<file path="src/rtl/mpd_rx_hdr_extract.sv">
// MPD receive front-end: claims a PRT slot, streams a frame into it and extracts the IPv4 5-tuple.
// Descriptor visible two cycles after the last byte; rx_ready follows prt_ready while streaming, a new frame waits for descriptor space.
module mpd_rx_hdr_extract #(
  parameter int FRAME_SIZE = 1500,
  parameter int SLOT_W     = 4,
  parameter int DESC_DEPTH = 4,
  parameter int VLAN_EN    = 1,
  parameter int CNT_W      = 16
) (
  input  logic              clk,
  input  logic              reset_n,
  input  logic              slot_avail,
  input  logic [SLOT_W-1:0] slot_id,
  output logic              slot_take,
  input  logic              rx_valid,
  input  logic [7:0]        rx_data,
  input  logic              rx_last,
  output logic              rx_ready,
  input  logic              prt_ready,
  output logic              prt_wr_valid,
  output logic [7:0]        prt_wr_data,
  output logic              prt_wr_last,
  output logic [SLOT_W-1:0] prt_wr_slot,
  output logic              hdr_valid,
  input  logic              hdr_ready,
  output logic [103:0]      hdr_data,
  output logic [SLOT_W-1:0] hdr_slot,
  output logic [3:0]        hdr_flags,
  output logic [CNT_W-1:0]  stat_frames,
  output logic [CNT_W-1:0]  stat_errors
);

  localparam int IW_RAW = $clog2(FRAME_SIZE + 1);
  localparam int IW     = (IW_RAW > 6) ? IW_RAW : 6;
  localparam int AW     = (DESC_DEPTH > 1) ? $clog2(DESC_DEPTH) : 1;

  typedef struct packed {
    logic [15:0] dstpt;
    logic [15:0] srcpt;
    logic [31:0] dstip;
    logic [31:0] srcip;
    logic [7:0]  proto;
  } hdr_t;

  typedef struct packed {
    hdr_t              hdr;
    logic [SLOT_W-1:0] slot;
    logic [3:0]        flags;
  } desc_t;

  typedef enum logic [2:0] {S_IDLE, S_CLAIM, S_STREAM, S_DISCARD, S_COMMIT} state_t;

  state_t            r_state;
  logic [IW-1:0]     r_idx;
  logic [SLOT_W-1:0] r_slot;
  hdr_t              r_hdr;
  logic              r_f_ovs, r_f_short, r_f_nonip, r_f_vlan;
  logic [7:0]        r_prev;
  logic              r_slot_take;
  logic [CNT_W-1:0]  r_frames, r_errors;

  desc_t             r_mem [DESC_DEPTH];
  logic [AW-1:0]     r_wr_ptr, r_rd_ptr;
  logic [AW:0]       r_cnt;

  logic          w_stream, w_acc, w_cap_end, w_vlan_hit, w_etype_chk, w_nonip_hit, w_short_hit;
  logic          w_space, w_push, w_pop;
  logic [IW-1:0] w_rel;
  desc_t         w_desc, w_head;

  assign w_stream  = (r_state == S_STREAM);
  assign w_acc     = rx_valid & rx_ready;
  assign w_cap_end = (r_idx == IW'(FRAME_SIZE - 1));
  // Field offsets are relative to the end of the optional tag; the tag is known from idx 14 on.
  assign w_rel       = r_idx - (r_f_vlan ? IW'(4) : IW'(0));
  assign w_vlan_hit  = (VLAN_EN != 0) && (r_idx == IW'(13)) && (r_prev == 8'h81) && (rx_data == 8'h00);
  assign w_etype_chk = ((r_idx == IW'(13)) && !w_vlan_hit) || ((r_idx == IW'(17)) && r_f_vlan);
  assign w_nonip_hit = w_etype_chk && ({r_prev, rx_data} != 16'h0800);
  assign w_short_hit = r_idx < (r_f_vlan ? IW'(41) : IW'(37));

  assign rx_ready     = w_stream ? prt_ready : (r_state == S_DISCARD);
  assign prt_wr_valid = w_stream & rx_valid & prt_ready;
  assign prt_wr_data  = w_stream ? rx_data : 8'h00;
  assign prt_wr_last  = w_stream & rx_valid & (rx_last | w_cap_end);
  assign prt_wr_slot  = r_slot;
  assign slot_take    = r_slot_take;
  assign stat_frames  = r_frames;
  assign stat_errors  = r_errors;

  always_ff @(posedge clk or negedge reset_n) begin
    if (!reset_n) begin
      r_state     <= S_IDLE;
      r_idx       <= '0;
      r_slot      <= '0;
      r_hdr       <= '0;
      r_f_ovs     <= 1'b0;
      r_f_short   <= 1'b0;
      r_f_nonip   <= 1'b0;
      r_f_vlan    <= 1'b0;
      r_prev      <= 8'h00;
      r_slot_take <= 1'b0;
      r_frames    <= '0;
      r_errors    <= '0;
    end else begin
      r_slot_take <= 1'b0;
      case (r_state)
        S_IDLE: begin
          if (slot_avail && rx_valid && w_space) begin
            r_state     <= S_CLAIM;
            r_slot_take <= 1'b1;
          end
        end
        S_CLAIM: begin
          r_slot    <= slot_id;
          r_idx     <= '0;
          r_hdr     <= '0;
          r_f_ovs   <= 1'b0;
          r_f_short <= 1'b0;
          r_f_nonip <= 1'b0;
          r_f_vlan  <= 1'b0;
          r_state   <= S_STREAM;
        end
        S_STREAM: begin
          if (w_acc) begin
            r_idx  <= r_idx + IW'(1);
            r_prev <= rx_data;
            if (w_vlan_hit)  r_f_vlan  <= 1'b1;
            if (w_nonip_hit) r_f_nonip <= 1'b1;
            case (w_rel)
              IW'(23): r_hdr.proto         <= rx_data;
              IW'(26): r_hdr.srcip[31:24]  <= rx_data;
              IW'(27): r_hdr.srcip[23:16]  <= rx_data;
              IW'(28): r_hdr.srcip[15:8]   <= rx_data;
              IW'(29): r_hdr.srcip[7:0]    <= rx_data;
              IW'(30): r_hdr.dstip[31:24]  <= rx_data;
              IW'(31): r_hdr.dstip[23:16]  <= rx_data;
              IW'(32): r_hdr.dstip[15:8]   <= rx_data;
              IW'(33): r_hdr.dstip[7:0]    <= rx_data;
              IW'(34): r_hdr.srcpt[15:8]   <= rx_data;
              IW'(35): r_hdr.srcpt[7:0]    <= rx_data;
              IW'(36): r_hdr.dstpt[15:8]   <= rx_data;
              IW'(37): r_hdr.dstpt[7:0]    <= rx_data;
              default: ;
            endcase
            if (rx_last) begin
              r_f_short <= w_short_hit;
              r_state   <= S_COMMIT;
            end else if (w_cap_end) begin
              r_f_ovs <= 1'b1;
              r_state <= S_DISCARD;
            end
          end
        end
        S_DISCARD: begin
          if (w_acc && rx_last) r_state <= S_COMMIT;
        end
        S_COMMIT: begin
          if (r_frames != '1) r_frames <= r_frames + CNT_W'(1);
          if ((r_f_ovs || r_f_short) && (r_errors != '1)) r_errors <= r_errors + CNT_W'(1);
          r_state <= S_IDLE;
        end
        default: r_state <= S_IDLE;
      endcase
    end
  end

  // Descriptor FIFO, first-word-fall-through; head is zeroed when empty.
  assign w_desc  = '{hdr: r_hdr, slot: r_slot, flags: {r_f_ovs, r_f_short, r_f_nonip, r_f_vlan}};
  assign w_push  = (r_state == S_COMMIT);
  assign w_pop   = hdr_ready && (r_cnt != '0);
  assign w_space = (r_cnt < (AW+1)'(DESC_DEPTH));
  assign w_head  = (r_cnt != '0) ? r_mem[r_rd_ptr] : '0;

  assign hdr_valid = (r_cnt != '0);
  assign hdr_data  = w_head.hdr;
  assign hdr_slot  = w_head.slot;
  assign hdr_flags = w_head.flags;

  always_ff @(posedge clk) begin
    if (w_push) r_mem[r_wr_ptr] <= w_desc;
  end

  always_ff @(posedge clk or negedge reset_n) begin
    if (!reset_n) begin
      r_wr_ptr <= '0;
      r_rd_ptr <= '0;
      r_cnt    <= '0;
    end else begin
      if (w_push) r_wr_ptr <= r_wr_ptr + AW'(1);
      if (w_pop)  r_rd_ptr <= r_rd_ptr + AW'(1);
      case ({w_push, w_pop})
        2'b10:   r_cnt <= r_cnt + (AW+1)'(1);
        2'b01:   r_cnt <= r_cnt - (AW+1)'(1);
        default: ;
      endcase
    end
  end

endmodule
</file>
<file path="config.mk">
export PLATFORM = sky130hd
export DESIGN_NAME = mpd_rx_hdr_extract
export DESIGN_NICKNAME = d
export VERILOG_FILES = /design/src/rtl/mpd_rx_hdr_extract.sv
export SDC_FILE = /design/constraint.sdc
export NUM_CORES = 1
export LEC_CHECK = 0
export BUFFER_PORTS_ARGS = -buffer_cell sky130_fd_sc_hd__buf_2
export CORE_MARGIN = 2
export CORE_UTILIZATION = 51
export CTS_BUF_LIST = sky130_fd_sc_hd__clkbuf_16
export CTS_CLUSTER_DIAMETER = 200
export CTS_CLUSTER_SIZE = 12
export DETAILED_ROUTE_END_ITERATION = 16
export GPL_ROUTABILITY_DRIVEN = 1
export GPL_TIMING_DRIVEN = 0
export PLACE_DENSITY = 0.72
export SLEW_MARGIN = 20
export SYNTH_ARGS = -nofsm -noshare
export SYNTH_HDL_FRONTEND = slang
export SYNTH_SLANG_ARGS = --single-unit
</file>
<file path="constraint.sdc">
create_clock -name clk -period 3.9 [get_ports clk]
set_input_delay 0.195 -clock clk [delete_from_list [all_inputs] [get_ports clk]]
set_output_delay 0.195 -clock clk [all_outputs]
set_load 0.1 [all_outputs]
</file>
Word level (Yosys, flattened, before mapping)
Memory sizes are Yosys's and may differ from the RTL's.
Cells that the tools add are included.

word-level totals
  output and inout port bits = 161
  latch bits = 0
  RAM bits = 448
  input bits = 19
  bits in read-only memories = 0
  memories = 1
  bits in registers = 174
  word-level logic and storage cells = 177

memories
  memory  words  bits a word  rd ports  clocked after memory_dff  write ports  RTL line  RTL
  r_mem   4      112          1         0                         1            62        desc_t r_mem [DESC_DEPTH];

cells by class
  multiplexer cells = 46
  multiply operators = 0
  reduce and logical (&&, ||, !) cells = 40
  add/subtract/negate cells = 8
  magnitude comparators = 2
  equality and inequality tests = 48
  shift-type cells = 0
  bitwise operators = 5
  div/mod/pow operators = 0

operator list
  operator                                              number
  one-hot mux 104 bit (2 select lines)                  1
  two-way mux 112 bit                                   1
  two-way mux 8 bit                                     14
  two-way mux 104 bit                                   1
  equality test 11 x 5 -> 1 bit, second input constant  8
  equality test 11 x 6 -> 1 bit, second input constant  6
  AND reduction 3 bit                                   16
  != test 2 x 1 -> 1 bit, second input constant         18
  adder 16 x 1 -> 16 bit, second input constant         2
  != test 16 bit, second input constant                 2
  one-hot mux 11 bit (2 select lines)                   1
  two-way mux 3 bit                                     6
  != test 16 x 12 -> 1 bit, second input constant       1
  two-way mux 1 bit                                     14
  one-hot mux 3 bit (4 select lines)                    1
  adder 11 x 1 -> 11 bit, second input constant         1
  equality test 11 bit, second input constant           1
  equality test 11 x 4 -> 1 bit, second input constant  1
  < comparator 11 x 6 -> 1 bit                          1
  two-way mux 11 bit                                    1
  subtractor 11 x 3 -> 11 bit                           1
  logical AND 1 bit                                     10
  equality test 8 bit, second input constant            1
  logical NOT 8 bit                                     1
  23 further kinds                                      39

Logic depth before layout (Yosys ltp)
Gate-level depths: netlist of run 1.

  depth in word-level cells = 10
  gate-level depth with buffers = 13
  gate-level depth less buffers = 9

Least setup slack after synthesis of run 1
OpenSTA, ideal clock, no wires.

  path kind = reg-to-reg
  from = register r_state[2]
  to = memory r_mem[0][0] (netlist bit) (enable)
  clock period less this slack = 4.136 ns
  arrival time = 3.653 ns
  slack = -0.236 ns
  library setup time = 0.484 ns
  cell stages (with the launch flop) = 5
  required time = 3.416 ns
  path buffers = 2
  cell sequence = dfrtp_1 > clkbuf_1 > nor3b_1 > clkbuf_1 > and2_1

between the ends
  cells in the longest elaborated chain, start to end = 3

RTL lines
  what                                     RTL line  RTL
  start, declared                          53        state_t r_state;
  start signal, assigned                   92        r_state <= S_IDLE;
  start signal, assigned                   109       r_state <= S_CLAIM;
  start signal, assigned                   121       r_state <= S_STREAM;
  equality test 3 bit                      169       assign w_push = (r_state == S_COMMIT);
  two-way mux 1 bit                        180       if (w_push) r_mem[r_wr_ptr] <= w_desc;
  two-way mux 1 bit (not written as such)  180
  end, declared                            62

Every way passes these cells.

Final worst setup path of run 1
  from = register r_cnt[0]
  to = output port hdr_data[87]

between the ends
  cells in the longest elaborated chain, start to end = 2

RTL lines
  what                    RTL line  RTL
  start, declared         64        logic [AW:0] r_cnt;
  start signal, assigned  192       2'b10: r_cnt <= r_cnt + (AW+1)'(1);
  start signal, assigned  193       2'b01: r_cnt <= r_cnt - (AW+1)'(1);
  nonzero test 3 bit      172       assign w_head = (r_cnt != '0) ? r_mem[r_rd_ptr] : '0;
  two-way mux 112 bit     172
  end, declared           26        output logic [103:0] hdr_data,

Every way passes these cells.

==> results of run 1 <==
[layer usage]
layer  global-route usage [%]  wire length [µm]  up-vias
met3                    4.904              4171       93
met5                        0                35        -
li1                         -                 -     6598
met2                    37.78             28580      522
met1                    32.00             24490     7493
met4                    6.093              1368        6
[worst max-delay path, cell delays in order, from the launching register on]
cell	delay [ns]
dfrtp_1	0.39
or3_1	0.49
clkdlybuf4s15_1	0.90
clkbuf_1	0.44
and2_1	0.27
buf_2	0.45
[metrics by stage]
stage | hold slack [ns] | util, % | area, µm²
CTS | 0.09038 | 59.67 | 29270
detailed placement | 0.2311 | 55.82 | 27380
floorplan | -0.1006 | - | 25400
global route | 0.1250 | 59.71 | 29290
global placement | 0.3987 | 55.30 | 27120
finish | 0.1166 | 59.71 | 29290
[final cells by class]
type / count / area (µm²)
plain buffers: 98 / 445.4
multi-input cells: 846 / 7116
well taps: 664 / 830.8
fillers: 3761 / 19760
clock buffers: 58 / 1451
flip-flops and latches: 622 / 17810
clock inverters: 48 / 209.0
inverters: 26 / 97.59
repair buffers: 206 / 1326
diodes: 2 / 5.005
[what timing repair did]
item,4_1_cts,5_1_grt
hold buffers,18,0
endpoints found under the hold margin,99,0
pin swaps,0,0
setup endpoints to repair,58,8
gates resized for setup,13,10
buffers inserted,0,0
[worst paths after layout]
check / cells after the start / end
min in group asynchronous: 2 / stat_errors[15]
max in group asynchronous: 3 / r_hdr[91]
hold reg to reg: 2 / r_prev[1]
hold / removal: 3 / r_rd_ptr[0]
setup reg to reg: 12 / r_hdr[45]
setup / recovery: 5 / hdr_data[87]
[layout by cell type (no fill, tap or decap), types with 5 or more instances in the layout]
cell type / synthesis / layout
nand3_1: 26 / 26
nor4_1: 5 / 5
inv_1: 25 / 70
and3_1: 12 / 12
a21oi_1: 11 / 10
o211ai_1: 110 / 110
or4_1: 10 / 10
nand2b_1: 8 / 8
mux2i_1: 36 / 36
nand2_1: 183 / 183
clkdlybuf4s15_2: 0 / 6
nor2_1: 45 / 44
edfxtp_1: 448 / 448
buf_2: 5 / 185
dlygate4sd3_1: 0 / 18
ha_1: 15 / 15
xnor2_1: 27 / 27
o311ai_0: 11 / 11
and2_1: 123 / 119
clkbuf_1: 75 / 71
buf_1: 16 / 9
mux4_2: 112 / 112
or3_1: 10 / 10
dfrtp_1: 174 / 174
xor2_1: 16 / 16
nand4_1: 23 / 23
clkbuf_16: 0 / 58
nor3_1: 8 / 8
buf_16: 0 / 8
o21ai_0: 14 / 14
[cell families (layout without fill, tap and decap cells)]
| family | Yosys count | count (layout) |
|---|---|---|
| AOI/OAI and AO/OA | 163 | 163 |
| xor gates and xnor gates | 43 | 43 |
| adders and majority gates | 16 | 16 |
| buffers and inverters | 124 | 436 |
| DFF | 622 | 622 |
| muxes | 150 | 150 |
| other | 0 | 2 |
| and+or+nand+nor | 474 | 474 |
[flip-flops by register name, indices dropped and copies added, names as in the netlist]
register     flops
r_f_vlan         1
r_f_nonip        1
r_rd_ptr         2
prt_wr_slot      4
r_wr_ptr         2
r_hdr          104
r_idx           11
r_f_ovs          1
r_mem          448
r_state          3
stat_frames     16
slot_take        1
r_cnt            3
stat_errors     16
r_prev           8
r_f_short        1
==> results by group, run 1 <==
Yosys
  – Number of flops mapped to enable cells by yosys: 448
  – Sequential area share after synthesis: 70.13%
  – Register bit total from synthesis: 622
  – Synth Area in Adders: 0.8179%
  – Yosys top cell by area: edfxtp_1
  – Yosys warning total: 0
  – Post-Synthesis Cell Area: 25,390 µm²
  – Synth cell count leaders: edfxtp_1, nand2_1, dfrtp_1, and2_1, mux4_2
  – Async SR Flop Fraction: 27.97%
  – Syn Nets: 1,627
  – Post-synthesis xor/xnor area fraction: 1.483%
  – Complex-gate fraction of the synthesized area: 4.676%
  – Leading cell type by number of instances after synthesis: edfxtp_1
  – Yosys top cell area share: 52.98%
  – Mux contribution to synthesized area: 11.44%
  – Largest family of logic cells by synthesized area: multiplexers
  – Area contributors post-synth: edfxtp_1, dfrtp_1, mux4_2, o211ai_1, and2_1
  – Post-Synthesis Cells: 1,592
  – Top_reg_cell synth: edfxtp_1
  – Average cell area after synthesis: 15.95 µm²
  – Simple logic cell fraction of the synthesized area: 9.539%
  – Post-synth cell types: 55

Critical path
  – Crit Path Max Fanout: 10
  – Crit Path Category: flop to output pin
  – Worst EP required: 3.70 ns
  – R2R setup slack: 0.41 ns
  – CP startpoint: r_cnt[0]
  – CP Capture Type: output pin
  – Startpoint types: flop
  – Reg-to-Reg Start: r_idx[2]
  – Crit path DAT: 3.57 ns

STA
  – Actual slew at the worst max-slew pin: 0.9623 ns
  – RSZ-0062 raised after global routing: false
  – Crit path time final: 3.767 ns
  – Fmax: 265.4 MHz
  – Setup WS post-layout: 0.1327 ns
  – Normalized max-slew margin: 35.84%
  – Skew final: 0.02085 ns
  – Setup TNS: 0 ns
  – Final setup vio count: 0
  – Crit share post-route: 96.60%
  – Slew Viols, Final: 0
  – Final Hold Violating Endpoints: 0

CTS
  – Reg clk slew, reported paths: 0.06 ns
  – Clock tree from TritonCTS: done
  – # H-tree levels: 2
  – Longest Clk Path Bufs: 3
  – Clock sink count: 622
  – Clock Latency Late Sink: 0.62 ns
  – CTS Buf Count: 57
  – CTS Root Cell: clkbuf_16

Route
  – Detailed Routing Iterations Pass 1: 6
  – Drt initial violations: 1,393
  – Avg Vias per Cell: 5.725
  – Final ANT Viol Nets: 0
  – Routed length per placed instance: 22.82 µm
  – # DRC: 0
  – Routed WL: 58,650 µm
  – Routed vias: 14,710

GRT
  – First-pass GRT wire length: 88,610 µm
  – Initial antenna violation count: 6
  – GRT overflow: 0
  – Vias in the first global route: 14,700
  – Gr usage total: 23.14%
  – Largest net degree at the start of global routing: 93

Min path
  – Tightest Hold Check Type: input pin to flop
  – Worst hold start: hdr_ready

Final layout
  – Fin nets: 1,892
  – Final std cells w/o fill: 2,570
  – Ratio of cells with drive above 1 in the final layout: 20.69%
  – Area grow syn2layout: 15.34%

Placement
  – GP Congestion: 0.9357
  – Placed cells: 2,444
  – Post-detail-place hpwl: 38,250 µm
  – Pre-CTS setup slack: 0.1119 ns
  – Buffers on Ports: 179

Floorplan
  – Row count: 81
  – Die Y: 227.1 µm
  – Die area: 51,590 µm²
  – Total core area: 49,050 µm²
  – Die width: 227.1 µm
  – Starting Density: 51.77%
  – Io pins: 180

Outcome
  – Outcome: finished clean

Run
  – MaxCap Viol Count: 0
Power of run 1 is not shown: default switching activity piles up to over one toggle a cycle in this logic, so the estimate is an artifact.
==> inputs of run 2 (changes only) <==
SETUP_SLACK_MARGIN = 0.2   (was default)
==> results by group, run 2 (synthesis gave the netlist of run 1 again) <==
GRT
  – Met1 usage: 32.00% (unchanged)
  – Gr usage total: 23.14% (about the same)
  – Met2 global-route usage: 37.79% (about the same)
  – Initial antenna violation count: 6 (unchanged)
  – GRT overflow: 0 (unchanged)
  – Vias in the first global route: 14,690 (-0.082%)
  – GR Layer Usage met3: 4.904% (unchanged)
  – GRT Max-Usage Layer: met2
  – Largest net degree at the start of global routing: 93 (unchanged)
  – First-pass GRT wire length: 88,600 µm (about the same)

Final layout
  – Area grow syn2layout: 15.32% (about the same)
  – Max reg flops: 448 (unchanged)
  – Ratio of cells with drive above 1 in the final layout: 20.80% (+0.11 points)
  – Final std cells w/o fill: 2,570 (unchanged)
  – Commonest non-fill, non-tap cell in the layout: edfxtp_1
  – Top reg by flops: r_mem
  – Fin nets: 1,892 (unchanged)
  – Top Registers: r_mem (448), r_hdr (104)
  – Most frequent cells in the layout: edfxtp_1, buf_2, nand2_1

CTS
  – # Post-CTS Setup Buffers: 0 (unchanged)
  – Reg clk slew, reported paths: 0.06 ns (about the same)
  – Clock tree from TritonCTS: done
  – CTS Buf Count: 57 (unchanged)
  – # H-tree levels: 2 (unchanged)
  – CTS Root Cell: clkbuf_16
  – Clock Latency Late Sink: 0.62 ns (about the same)
  – Clock sink count: 622 (unchanged)
  – Longest Clk Path Bufs: 3 (unchanged)

Floorplan
  – Die area: 51,590 µm² (unchanged)
  – Total core area: 49,050 µm² (unchanged)
  – Io pins: 180 (unchanged)
  – Die width: 227.1 µm (unchanged)
  – Starting Density: 51.77% (unchanged)
  – Die Y: 227.1 µm (unchanged)
  – Row count: 81 (unchanged)

Run
  – MaxCap Viol Count: 0 (unchanged)

Critical path
  – Crit Path Category: flop to flop
  – Slowest-stage cell, CP: or4_1
  – Crit path DAT: 4.00 ns (+0.43 ns)
  – Top Family by Delay on Critical Path: buffers and inverters
  – Crit Path Max Fanout: 10 (unchanged)
  – R2R setup slack: 0.37 ns (-0.04 ns)
  – Cells along the critical path: inv_1 > ha_1 > ha_1 > buf_6 > or4_1 > and4_4 > buf_6 > a211o_4 > clkbuf_1 > clkbuf_1 > o211ai_1 > o211ai_1
  – Worst EP required: 4.37 ns (+0.67 ns)
  – CP bufs+invs: 5 (+2)
  – CP Capture Type: flop
  – Max stage delay on crit path: 0.53 ns (-0.37 ns)
  – Startpoint types: flop

Min path
  – Tightest Hold Check Type: input pin to asynchronous set/reset pin

Placement
  – Post-detail-place hpwl: 38,250 µm (unchanged)
  – GP Congestion: 0.9357 (unchanged)
  – Placed cells: 2,444 (unchanged)
  – Buffers on Ports: 179 (unchanged)

Route
  – Drt initial violations: 1,390 (-0.22%)
  – # DRC: 0 (unchanged)
  – Routed vias: 14,770 (+0.37%)
  – Routed WL: 58,700 µm (about the same)
  – Final ANT Viol Nets: 0 (unchanged)
  – Avg Vias per Cell: 5.746 (+0.37%)
  – Routed length per placed instance: 22.84 µm (about the same)
  – Detailed Routing Iterations Pass 1: 6 (unchanged)

STA
  – Actual slew at the worst max-slew pin: 0.9700 ns (+0.007620 ns)
  – Slew Viols, Final: 0 (unchanged)
  – Normalized max-slew margin: 34.78% (-1.1 points)
  – Fmax: 283.3 MHz (+6.7%)
  – Skew final: 0.02252 ns (+0.001672 ns)
  – Final setup vio count: 0 (unchanged)
  – Crit path time final: 3.529 ns (-0.2381 ns)
  – Crit share post-route: 90.49% (-6.1 points)
  – Final Hold Violating Endpoints: 0 (unchanged)
  – RSZ-0062 raised after global routing: false

Outcome
  – Outcome: finished clean
[run 2: cell count changes in the layout (fill, tap and decap cells not counted), sizes merged]
| cell | before | now |
|---|---|---|
| buf | 206 | 205 |
| clkdlybuf4s15 | 7 | 5 |
| clkbuf | 131 | 134 |
[run 2: path summary, 6_finish.rpt]
kind,from,to,depth (start not counted)
min reg2reg,r_prev[1],r_prev[1],2
max reg2reg,r_idx[2],r_hdr[45],12
min,reset_n,stat_errors[15],2
min in group clk,hdr_ready,r_rd_ptr[0],3
max in group asynchronous,reset_n,r_hdr[91],3
max,r_idx[2],r_hdr[45],12
[run 2: routing by layer]
layer / share of wire [%] / vias to the layer above
met5: 0.060 / -
li1: - / 6611
met2: 49 / 562
met4: 2.1 / 6
met1: 42 / 7506
met3: 7.2 / 82
[run 2: final cells by class]
type                       count  area (µm²)
clock buffer                  58        1451
clock inverter                48       209.0
multi-input combinational    846        7116
sequential                   622       17810
inverter                      26       97.59
antenna                        2       5.005
timing repair buffer         206        1329
fill                        3765       19770
tap                          664       830.8
buffer                        98       437.9
[run 2: repair_timing]
action	CTS	global route
hold buffers	18	0
hold endpoints to repair	99	0
resized for setup	21	3
pin swaps	0	0
endpoints found under the setup margin	70	4
[run 2: stage by stage]
step                      hold WS, ns  setup slack, ns  util (%)  TNS [ns]  area [µm²]
final                          0.1402           0.3707     59.70         0       29280
after global placement         0.3987          -0.2825     55.30   -156.48       27120
after CTS                     0.09038           0.2288     59.68         0       29270
after detailed placement       0.2311           0.1119     55.82         0       27380
after floorplan               -0.1006           0.6578         -         0       25400
after global routing           0.1250           0.2105     59.70         0       29280
Power of run 2 is left out for the same reason.
